===== src/rtl/pc_sequencer.sv =====
// pc_sequencer
//   Next-PC controller for the program counter register. Each cycle it decides
//   whether the PC advances sequentially, holds, or is redirected by an ID-stage
//   jump or an EX-stage taken branch. A redirect that arrives while the pipeline
//   is stalled is stored and applied when the stall releases.
//
// Ports
//   clock            rising-edge system clock
//   reset_n          asynchronous active-low reset
//   pc_cur           current PC register value
//   hazard_stall     load-use stall request
//   imem_ready       instruction memory accepts a new fetch address
//   jump_valid       unconditional jump resolved in ID
//   jump_target      jump destination
//   branch_taken     taken branch resolved in EX
//   branch_target    branch destination
//   pc_next          value for the PC register input (registered)
//   pc_write         PC write enable (registered)
//   flush_if         squash IF/ID instruction, one-cycle pulse (registered)
//   flush_id         squash ID/EX instruction, one-cycle pulse (registered)
//   redirect_pending a stored redirect awaits stall release (registered)
//   stall_count      saturating count of held cycles since reset (registered)
//
// The PC register samples these outputs on the falling edge, so a decision made
// at rising edge k takes effect within cycle k.

module pc_sequencer #(
    parameter logic [31:0] RESET_VECTOR   = 32'h0000_0000,
    parameter int unsigned INSTR_BYTES    = 4,
    parameter int unsigned STARTUP_CYCLES = 2
) (
    input  logic        clock,
    input  logic        reset_n,
    input  logic [31:0] pc_cur,
    input  logic        hazard_stall,
    input  logic        imem_ready,
    input  logic        jump_valid,
    input  logic [31:0] jump_target,
    input  logic        branch_taken,
    input  logic [31:0] branch_target,
    output logic [31:0] pc_next,
    output logic        pc_write,
    output logic        flush_if,
    output logic        flush_id,
    output logic        redirect_pending,
    output logic [15:0] stall_count
);

    typedef enum logic [1:0] {
        ST_STARTUP    = 2'd0,
        ST_RUN        = 2'd1,
        ST_HOLD       = 2'd2,
        ST_HOLD_REDIR = 2'd3
    } state_t;

    localparam logic [3:0]  STARTUP_LAST = 4'(STARTUP_CYCLES - 1);
    localparam logic [31:0] PC_STEP      = 32'(INSTR_BYTES);

    state_t      state_r,          state_s;
    logic [3:0]  startup_cnt_r,    startup_cnt_s;
    logic [31:0] stored_target_r,  stored_target_s;
    logic        stored_branch_r,  stored_branch_s;
    logic [31:0] pc_next_r,        pc_next_s;
    logic        pc_write_r,       pc_write_s;
    logic        flush_if_r,       flush_if_s;
    logic        flush_id_r,       flush_id_s;
    logic        pending_r,        pending_s;
    logic [15:0] stall_count_r,    stall_count_s;
    logic        count_inc_s;
    logic        stall_s;
    logic [31:0] seq_pc_s;

    assign stall_s  = hazard_stall | ~imem_ready;
    // Natural 32-bit wrap: 0xFFFFFFFC + 4 = 0x00000000.
    assign seq_pc_s = pc_cur + PC_STEP;

    // Next-state and next-output decision for the sequencer.
    always_comb begin
        state_s         = state_r;
        startup_cnt_s   = startup_cnt_r;
        stored_target_s = stored_target_r;
        stored_branch_s = stored_branch_r;
        pc_next_s       = pc_next_r;
        pc_write_s      = 1'b0;
        flush_if_s      = 1'b0;
        flush_id_s      = 1'b0;
        pending_s       = pending_r;
        count_inc_s     = 1'b0;

        case (state_r)
            ST_STARTUP: begin
                // Redirects and stalls are ignored until the first fetch issues.
                if (startup_cnt_r == STARTUP_LAST) begin
                    pc_next_s     = RESET_VECTOR;
                    pc_write_s    = 1'b1;
                    startup_cnt_s = 4'd0;
                    state_s       = ST_RUN;
                end else begin
                    startup_cnt_s = startup_cnt_r + 4'd1;
                end
            end

            ST_RUN, ST_HOLD: begin
                if (!stall_s) begin
                    pc_write_s = 1'b1;
                    state_s    = ST_RUN;
                    if (branch_taken) begin
                        pc_next_s  = branch_target;
                        flush_if_s = 1'b1;
                        flush_id_s = 1'b1;
                    end else if (jump_valid) begin
                        pc_next_s  = jump_target;
                        flush_if_s = 1'b1;
                    end else begin
                        pc_next_s  = seq_pc_s;
                    end
                end else begin
                    count_inc_s = 1'b1;
                    if (branch_taken) begin
                        stored_target_s = branch_target;
                        stored_branch_s = 1'b1;
                        flush_if_s      = 1'b1;
                        flush_id_s      = 1'b1;
                        pending_s       = 1'b1;
                        state_s         = ST_HOLD_REDIR;
                    end else if (jump_valid) begin
                        stored_target_s = jump_target;
                        stored_branch_s = 1'b0;
                        flush_if_s      = 1'b1;
                        pending_s       = 1'b1;
                        state_s         = ST_HOLD_REDIR;
                    end else begin
                        state_s         = ST_HOLD;
                    end
                end
            end

            ST_HOLD_REDIR: begin
                if (!stall_s) begin
                    pc_write_s = 1'b1;
                    pending_s  = 1'b0;
                    state_s    = ST_RUN;
                    // A fresh EX branch is older than anything stored; a fresh
                    // ID jump is younger than the stored redirect and is dropped.
                    if (branch_taken) begin
                        pc_next_s  = branch_target;
                        flush_if_s = 1'b1;
                        flush_id_s = 1'b1;
                    end else begin
                        pc_next_s  = stored_target_r;
                    end
                end else begin
                    count_inc_s = 1'b1;
                    // A stored branch is never replaced; a stored jump yields to
                    // any newer redirect.
                    if (stored_branch_r) begin
                        stored_target_s = stored_target_r;
                    end else if (branch_taken) begin
                        stored_target_s = branch_target;
                        stored_branch_s = 1'b1;
                        flush_if_s      = 1'b1;
                        flush_id_s      = 1'b1;
                    end else if (jump_valid) begin
                        stored_target_s = jump_target;
                        flush_if_s      = 1'b1;
                    end else begin
                        stored_target_s = stored_target_r;
                    end
                end
            end

            default: begin
                state_s       = ST_STARTUP;
                startup_cnt_s = 4'd0;
                pending_s     = 1'b0;
            end
        endcase

        if (count_inc_s && (stall_count_r != 16'hFFFF)) begin
            stall_count_s = stall_count_r + 16'd1;
        end else begin
            stall_count_s = stall_count_r;
        end
    end

    // State and registered outputs.
    always_ff @(posedge clock or negedge reset_n) begin
        if (!reset_n) begin
            state_r         <= ST_STARTUP;
            startup_cnt_r   <= 4'd0;
            stored_target_r <= 32'h0000_0000;
            stored_branch_r <= 1'b0;
            pc_next_r       <= RESET_VECTOR;
            pc_write_r      <= 1'b0;
            flush_if_r      <= 1'b0;
            flush_id_r      <= 1'b0;
            pending_r       <= 1'b0;
            stall_count_r   <= 16'd0;
        end else begin
            state_r         <= state_s;
            startup_cnt_r   <= startup_cnt_s;
            stored_target_r <= stored_target_s;
            stored_branch_r <= stored_branch_s;
            pc_next_r       <= pc_next_s;
            pc_write_r      <= pc_write_s;
            flush_if_r      <= flush_if_s;
            flush_id_r      <= flush_id_s;
            pending_r       <= pending_s;
            stall_count_r   <= stall_count_s;
        end
    end

    assign pc_next          = pc_next_r;
    assign pc_write         = pc_write_r;
    assign flush_if         = flush_if_r;
    assign flush_id         = flush_id_r;
    assign redirect_pending = pending_r;
    assign stall_count      = stall_count_r;

endmodule


===== config.mk =====
export PLATFORM = sky130hd
export DESIGN_NAME = pc_sequencer
export DESIGN_NICKNAME = d
export VERILOG_FILES = /design/src/rtl/pc_sequencer.sv
export SDC_FILE = /design/constraint.sdc
export NUM_CORES = 1
export LEC_CHECK = 0
export ABC_AREA = 0
export CAP_MARGIN = 10
export CORE_MARGIN = 8
export CORE_UTILIZATION = 41
export DETAILED_ROUTE_END_ITERATION = 8
export PLACE_DENSITY = 0.76
export SYNTH_ARGS = -nofsm -noshare
export SYNTH_HDL_FRONTEND = slang
export SYNTH_SLANG_ARGS = --single-unit

===== constraint.sdc =====
create_clock -name clock -period 3.7 [get_ports clock]
set_input_delay 0.925 -clock clock [delete_from_list [all_inputs] [get_ports clock]]
set_output_delay 0.925 -clock clock [all_outputs]
set_load 0.005 [all_outputs]

==> metrics.csv, run 1 <==
stage,metric,value,unit
status,status,finished clean,
synthesis,ys_ff_latch,91,
synthesis,synth_top_area_share,39.7,%
grt,grt_max_degree,55,
critical_path,r2r_start,state_r[1],
floorplanning,die_w,134,µm
synthesis,yosysTopAreaCell,dfrtp_1,
placed_design,gp_congestion,0.925,
critical_path,critPathMaxFanout,7,
drt,postRouteWirelength,19600,µm
critical_path,crit_end,pc_next[24],
drt,wl_per_cell,20.9,µm
finish,layout_commonest_cell,clkdlybuf4s50_1,
synthesis,synthCells,616,
grt,overflow,0,
critical_path,worstSetupEndpointType,flop,
critical_path,crit_type,in2reg,
timing,finalHoldViolCount,0,
floorplanning,rows,43,
floorplanning,initial_core_util,41.7,%
power_and_ir_drop,p_leak,3.14,nW
drt,drc,0,
timing,fin_skew,0.00588,ns
placed_design,portBuffers,153,
critical_path,startpoint_type,input pin,
clock_network,ctsHoldBuffers,0,
clock_network,post_cts_buffers,0,
clock_network,insertion_delay,0.34,ns
clock_network,cts_tree,done,
job,cap_viol_max_count,0,
min_path,min_path_type,reg2reg,
grt,track_usage,21.2,%
floorplanning,core-area,0.0138,mm²
floorplanning,dieHeight,134,µm
finish,nets,861,
clock_network,clk_pin_slew_worst_paths,0.06,ns
floorplanning,dieArea,0.0180,mm²
synthesis,ys_top_cells_by_area,"dfrtp_1 40%, mux2i_1 7.8%, nand2_1 4.2%",
grt,antenna_found_initial,0,
finish,drive_gt1_share,8.31,%
clock_network,post_cts_resized,0,
synthesis,synthesis.area,0.00574,mm²
timing,worstMarginPinSlew,0.858,ns
timing,layout_worst_path_cycle_share,81.7,%
critical_path,worstRegToRegCells,7,
clock_network,root_buffer,clkbuf_16,
timing,setup_tns,0,ns
synthesis,synth-main-ff-cell,dfrtp_1,
finish,final_cell_mix,"151 x clkdlybuf4s50_1, 91 x dfrtp_1, 64 x nand2_1, 58 x nor2_1, 45 x mux2i_1",
clock_network,cts_buffer_depth,2,
critical_path,reg2reg_to,pc_next[29],
synthesis,synth_warnings,0,
timing,max_slew_margin,42.7,%
synthesis,ys_seq_area_share,39.7,%
timing,setup_viol_count_final,0,
clock_network,cts_buffers,9,
synthesis,synth_area_per_cell,9.32,µm²
power_and_ir_drop,p_total,4.82,mW
critical_path,crit_path_start,pc_cur[2],
synthesis,synth_edf_count,0,
grt,grt_pass1_wl,30600,µm
drt,dr.pass1.iters,6,
timing,final-max-slew-violation-count,0,
timing,timing.fmax,331,MHz
drt,ant_nets,0,
critical_path,crit_arrival,3.22,ns
power_and_ir_drop,ir_drop,0.347,mV
drt,drt_iter0_markers,553,
finish,syn_to_final_growth,35.3,%
synthesis,synth_cell_types,61,
placed_design,dp_hpwl,14500,µm
finish,num-fill-cells,1214,
finish,post-route-util,56.4,%
synthesis,async_flop_share,100,%
clock_network,cts_max_level,3,
power_and_ir_drop,powerDensity,620,mW/mm²
finish,n_antenna_cell,0,
clock_network,cts.sinks,91,
critical_path,reg2reg_slack,0.90,ns
critical_path,worstPathRequired,3.89,ns
floorplanning,pin_count,154,
timing,fin_crit,3.02,ns
drt,vias_per_cell,6.08,
synthesis,synthesis.nets,723,
grt,first_global_vias,5841,
drt,vias,5703,
timing,rsz0062_at_grt,false,
## report_power, final
group / internal [mW] / total, mW / switching, mW / leakage, nW
Clock: 0.594 / 0.970 / 0.375 / 0.155
Sequential: 1.41 / 1.70 / 0.292 / 1.11
Combinational: 1.03 / 2.15 / 1.12 / 1.88
## critical path: stages
cell	delay [ns]
clkdlybuf4s50_1	0.58
ha_1	0.26
nand4_2	0.28
nor4_4	0.55
nand3_1	0.14
a221oi_1	0.32
o221ai_1	0.15
## worst min path at each step
stage          slack [ns]           to  depth (start not counted)         from
2_1_floorplan        0.47  pc_next[16]                          2  pc_next[16]
3_3_place_gp         0.46   pc_next[4]                          2   pc_next[4]
3_5_place_dp         0.47   pc_next[4]                          2   pc_next[4]
4_1_cts              0.49   pc_next[4]                          2   pc_next[4]
5_1_grt              0.52  pc_next[25]                          2  pc_next[25]
6_report             0.49   pc_next[4]                          2   pc_next[4]
## Yosys cell counts (4+ instances only)
cell and count:
and3_1 6, nand3_1 18, o211ai_1 4, ha_1 5
a32oi_1 5, xnor2_1 21, xor2_1 9, mux2i_1 45
nor2_1 58, mux2_2 6, o22ai_1 5, o221ai_1 16
inv_1 11, dfrtp_1 91, a22oi_1 5, a22o_1 5
buf_2 11, a21o_1 6, nor2b_1 4, o21ai_0 19
buf_4 4, clkbuf_1 25, a21oi_1 41, a31oi_1 10
nand2_1 64, a31o_2 6, a221o_1 8, nand2b_1 6
a32o_1 5, nand4_1 18, a21boi_0 6, a221oi_1 13
nor3_1 12
## layout make-up
class	count	area [µm²]	share of cell area [%]
Multi-Input combinational cell	471	3240	41.8
Sequential cell	91	2280	29.3
Timing Repair Buffer	169	1660	21.4
Clock inverter	1	30.0	0.387
Clock buffer	14	284	3.66
Inverter	12	45.0	0.580
Tap cell	180	225	2.90
## flip-flops by register name (all words and copies together) (netlist names)
| name | count |
|---|---|
| pc_write | 1 |
| startup_cnt_r | 4 |
| stored_target_r | 32 |
| stored_branch_r | 1 |
| flush_if | 1 |
| state_r | 2 |
| stall_count | 16 |
| redirect_pending | 1 |
| flush_id | 1 |
| pc_next | 32 |
## cells by family (layout without fill, tap and decap cells)
| group | count (synthesis) | count (layout) | share of synthesized area [%] |
|---|---|---|---|
| and+or+nand+nor | 211 | 211 | 19.4 |
| AOI/OAI and AO/OA | 174 | 174 | 22.1 |
| DFF | 91 | 91 | 39.7 |
| buffers and inverters | 54 | 196 | 4.16 |
| muxes | 51 | 51 | 9.02 |
| xor gates and xnor gates | 30 | 30 | 4.58 |
| adders and majority gates | 5 | 5 | 1.09 |
## metal layers
metal	share of wire, %	GRT usage (%)	vias to the layer above
li1	-	-	2586
met1	43	27.1	2807
met2	47	33.6	272
met3	7.9	4.67	38
met4	2.8	9.54	0
met5	0	0	-
## per-stage QoR
stage               cells  cell area (µm²)  setup WS (ns)  hold WS [ns]
floorplan             616             5740           1.28         0.467
global placement      923             7450          0.502         0.460
detailed placement    923             7450          0.371         0.473
CTS                   938             7760          0.740         0.487
global route          938             7760          0.598         0.515
finish                938             7760          0.676         0.494
Power figures use the tool's default switching activity.
==> run 2, diff against run 1 <==
clock period = 2.85 ns   (was 3.7 ns; I/O delays follow)
==> metrics.csv, run 2 (synthesis results as in run 1) <==
stage,metric,value,unit,change
finish,final_cell_mix,"151 x clkdlybuf4s50_1, 91 x dfrtp_1, 64 x nand2_1, 58 x nor2_1, 45 x mux2i_1",,
drt,vias_per_cell,5.97,,-1.8%
critical_path,reg2reg_slack,0.61,ns,-0.29 ns
min_path,min_path_type,in2async,,
floorplanning,dieArea,0.0180,mm²,unchanged
finish,regArea,0.00228,mm²,unchanged
timing,worstMarginPinSlew,0.784,ns,-0.0747 ns
clock_network,cts_buffer_depth,2,,unchanged
finish,syn_to_final_growth,39.1,%,
drt,dr.pass1.iters,6,,unchanged
floorplanning,initial_core_util,41.7,%,unchanged
power_and_ir_drop,switching_share,37.5,%,+0.36 points
power_and_ir_drop,ir_drop,0.431,mV,+24%
grt,antenna_found_initial,0,,unchanged
placed_design,dp_hpwl,14800,µm,+2.0%
timing,fin_skew,0.00741,ns,+0.00153 ns
finish,multi_input_area,0.00324,mm²,unchanged
power_and_ir_drop,clkPwrFrac,18.3,%,-1.8 points
finish,layout_commonest_cell,clkdlybuf4s50_1,,
critical_path,crit_arrival,2.80,ns,-0.42 ns
critical_path,critPathMaxFanout,5,,-2
grt,first_global_vias,5800,,-0.70%
finish,drive_gt1_share,11.2,%,+2.9 points
drt,vias,5760,,+1.0%
power_and_ir_drop,pwr-share-seq,35.3,%,about the same
drt,drc,0,,unchanged
timing,rsz0062_at_grt,false,,
timing,finalHoldViolCount,0,,unchanged
power_and_ir_drop,pwr-share-comb,46.4,%,+1.8 points
critical_path,startpoint_type,input pin,,
power_and_ir_drop,p_total,6.22,mW,+29%
clock_network,cts_max_level,3,,unchanged
clock_network,root_buffer,clkbuf_16,,
timing,timing.fmax,387,MHz,
clock_network,ctsHoldBuffers,0,,unchanged
clock_network,cts_tree,done,,
grt,track_usage,21.4,%,+0.21 points
job,cap_viol_max_count,0,,unchanged
status,status,finished clean,,
power_and_ir_drop,intPower,3.89,mW,+28%
finish,post-route-util,58.0,%,+1.6 points
clock_network,clk_pin_slew_worst_paths,0.07,ns,about the same
floorplanning,rows,43,,unchanged
critical_path,worstSetupEndpointType,flop,,
power_and_ir_drop,power_switching,2.33,mW,+30%
timing,fin_crit,2.59,ns,
floorplanning,core-area,0.0138,mm²,unchanged
timing,layout_worst_path_cycle_share,90.7,%,
finish,nets,887,,+3.0%
clock_network,cts_buffers,9,,unchanged
clock_network,post_cts_resized,0,,unchanged
floorplanning,pin_count,154,,unchanged
clock_network,cts.sinks,91,,unchanged
grt,overflow,0,,unchanged
critical_path,crit_type,in2reg,,
floorplanning,die_w,134,µm,unchanged
drt,wl_per_cell,20.4,µm,-2.4%
finish,num-fill-cells,1215,,+0.082%
drt,postRouteWirelength,19600,µm,+0.37%
power_and_ir_drop,p_leak,3.27,nW,+4.1%
clock_network,insertion_delay,0.35,ns,about the same
timing,setup_viol_count_final,0,,unchanged
floorplanning,dieHeight,134,µm,unchanged
drt,drt_iter0_markers,605,,+9.4%
placed_design,gp_congestion,0.896,,-3.1%
power_and_ir_drop,powerDensity,780,mW/mm²,+26%
finish,n_antenna_cell,0,,unchanged
drt,ant_nets,0,,unchanged
placed_design,portBuffers,153,,unchanged
grt,grt_max_degree,59,,+7.3%
timing,max_slew_margin,47.6,%,+5.0 points
clock_network,post_cts_buffers,0,,unchanged
critical_path,worstPathRequired,3.07,ns,-0.82 ns
grt,grt_pass1_wl,31000,µm,+1.4%
timing,final-max-slew-violation-count,0,,unchanged
## run 2: layout make-up
class                           instances  share of cell area (%)
Tap cell                              180                    2.82
Inverter                               12                   0.564
Clock buffer                           14                    3.31
Multi-Input combinational cell        471                    40.6
Clock inverter                          2                   0.125
Timing Repair Buffer                  195                    24.0
Sequential cell                        91                    28.5
## run 2: worst paths after layout
path                             from  cells past startpoint                   to
setup / recovery            pc_cur[2]                      7          pc_next[22]
hold / removal                reset_n                      1   stored_target_r[8]
setup reg to reg           state_r[1]                      6          pc_next[26]
hold reg to reg            pc_next[4]                      2           pc_next[4]
max in group asynchronous     reset_n                      2  stored_target_r[21]
min in group clock         pc_next[4]                      2           pc_next[4]
## run 2: metal layers
metal | vias to the layer above | routed length, µm | GRT usage (%)
met3 | 33 | 1460 | 4.30
met2 | 268 | 9420 | 34.0
met5 | - | 0 | 0
met4 | 0 | 504 | 8.98
li1 | 2647 | - | -
met1 | 2812 | 8250 | 27.9
## run 2: power by group through the flow
stage | logic [mW] | registers (mW) | clock network, mW
6_report | 2.89 | 2.19 | 1.14
5_1_grt | 3.15 | 2.26 | 1.21
4_1_cts | 2.89 | 2.19 | 1.15
3_5_place_dp | 2.88 | 2.20 | 0
3_3_place_gp | 2.81 | 2.19 | 0
2_1_floorplan | 1.52 | 2.14 | 0
## run 2: worst max-delay path: stages
cell	delay [ns]
clkdlybuf4s50_1	0.58
ha_1	0.23
nand4_2	0.19
nor4_4	0.45
nand3_1	0.15
a221oi_1	0.33
o221ai_1	0.15
## run 2: metrics by stage
step           worst slack, ns  setup TNS, ns  instances  hold WS, ns  cell area [µm²]
2_1_floorplan            0.640              0        616        0.417             5740
3_3_place_gp            0.0662              0        949        0.462             7710
3_5_place_dp           -0.0151        -0.0227        949        0.471             7710
4_1_cts                  0.285              0        965        0.336             7980
5_1_grt                  0.169              0        965        0.353             7980
6_report                 0.264              0        965        0.321             7980
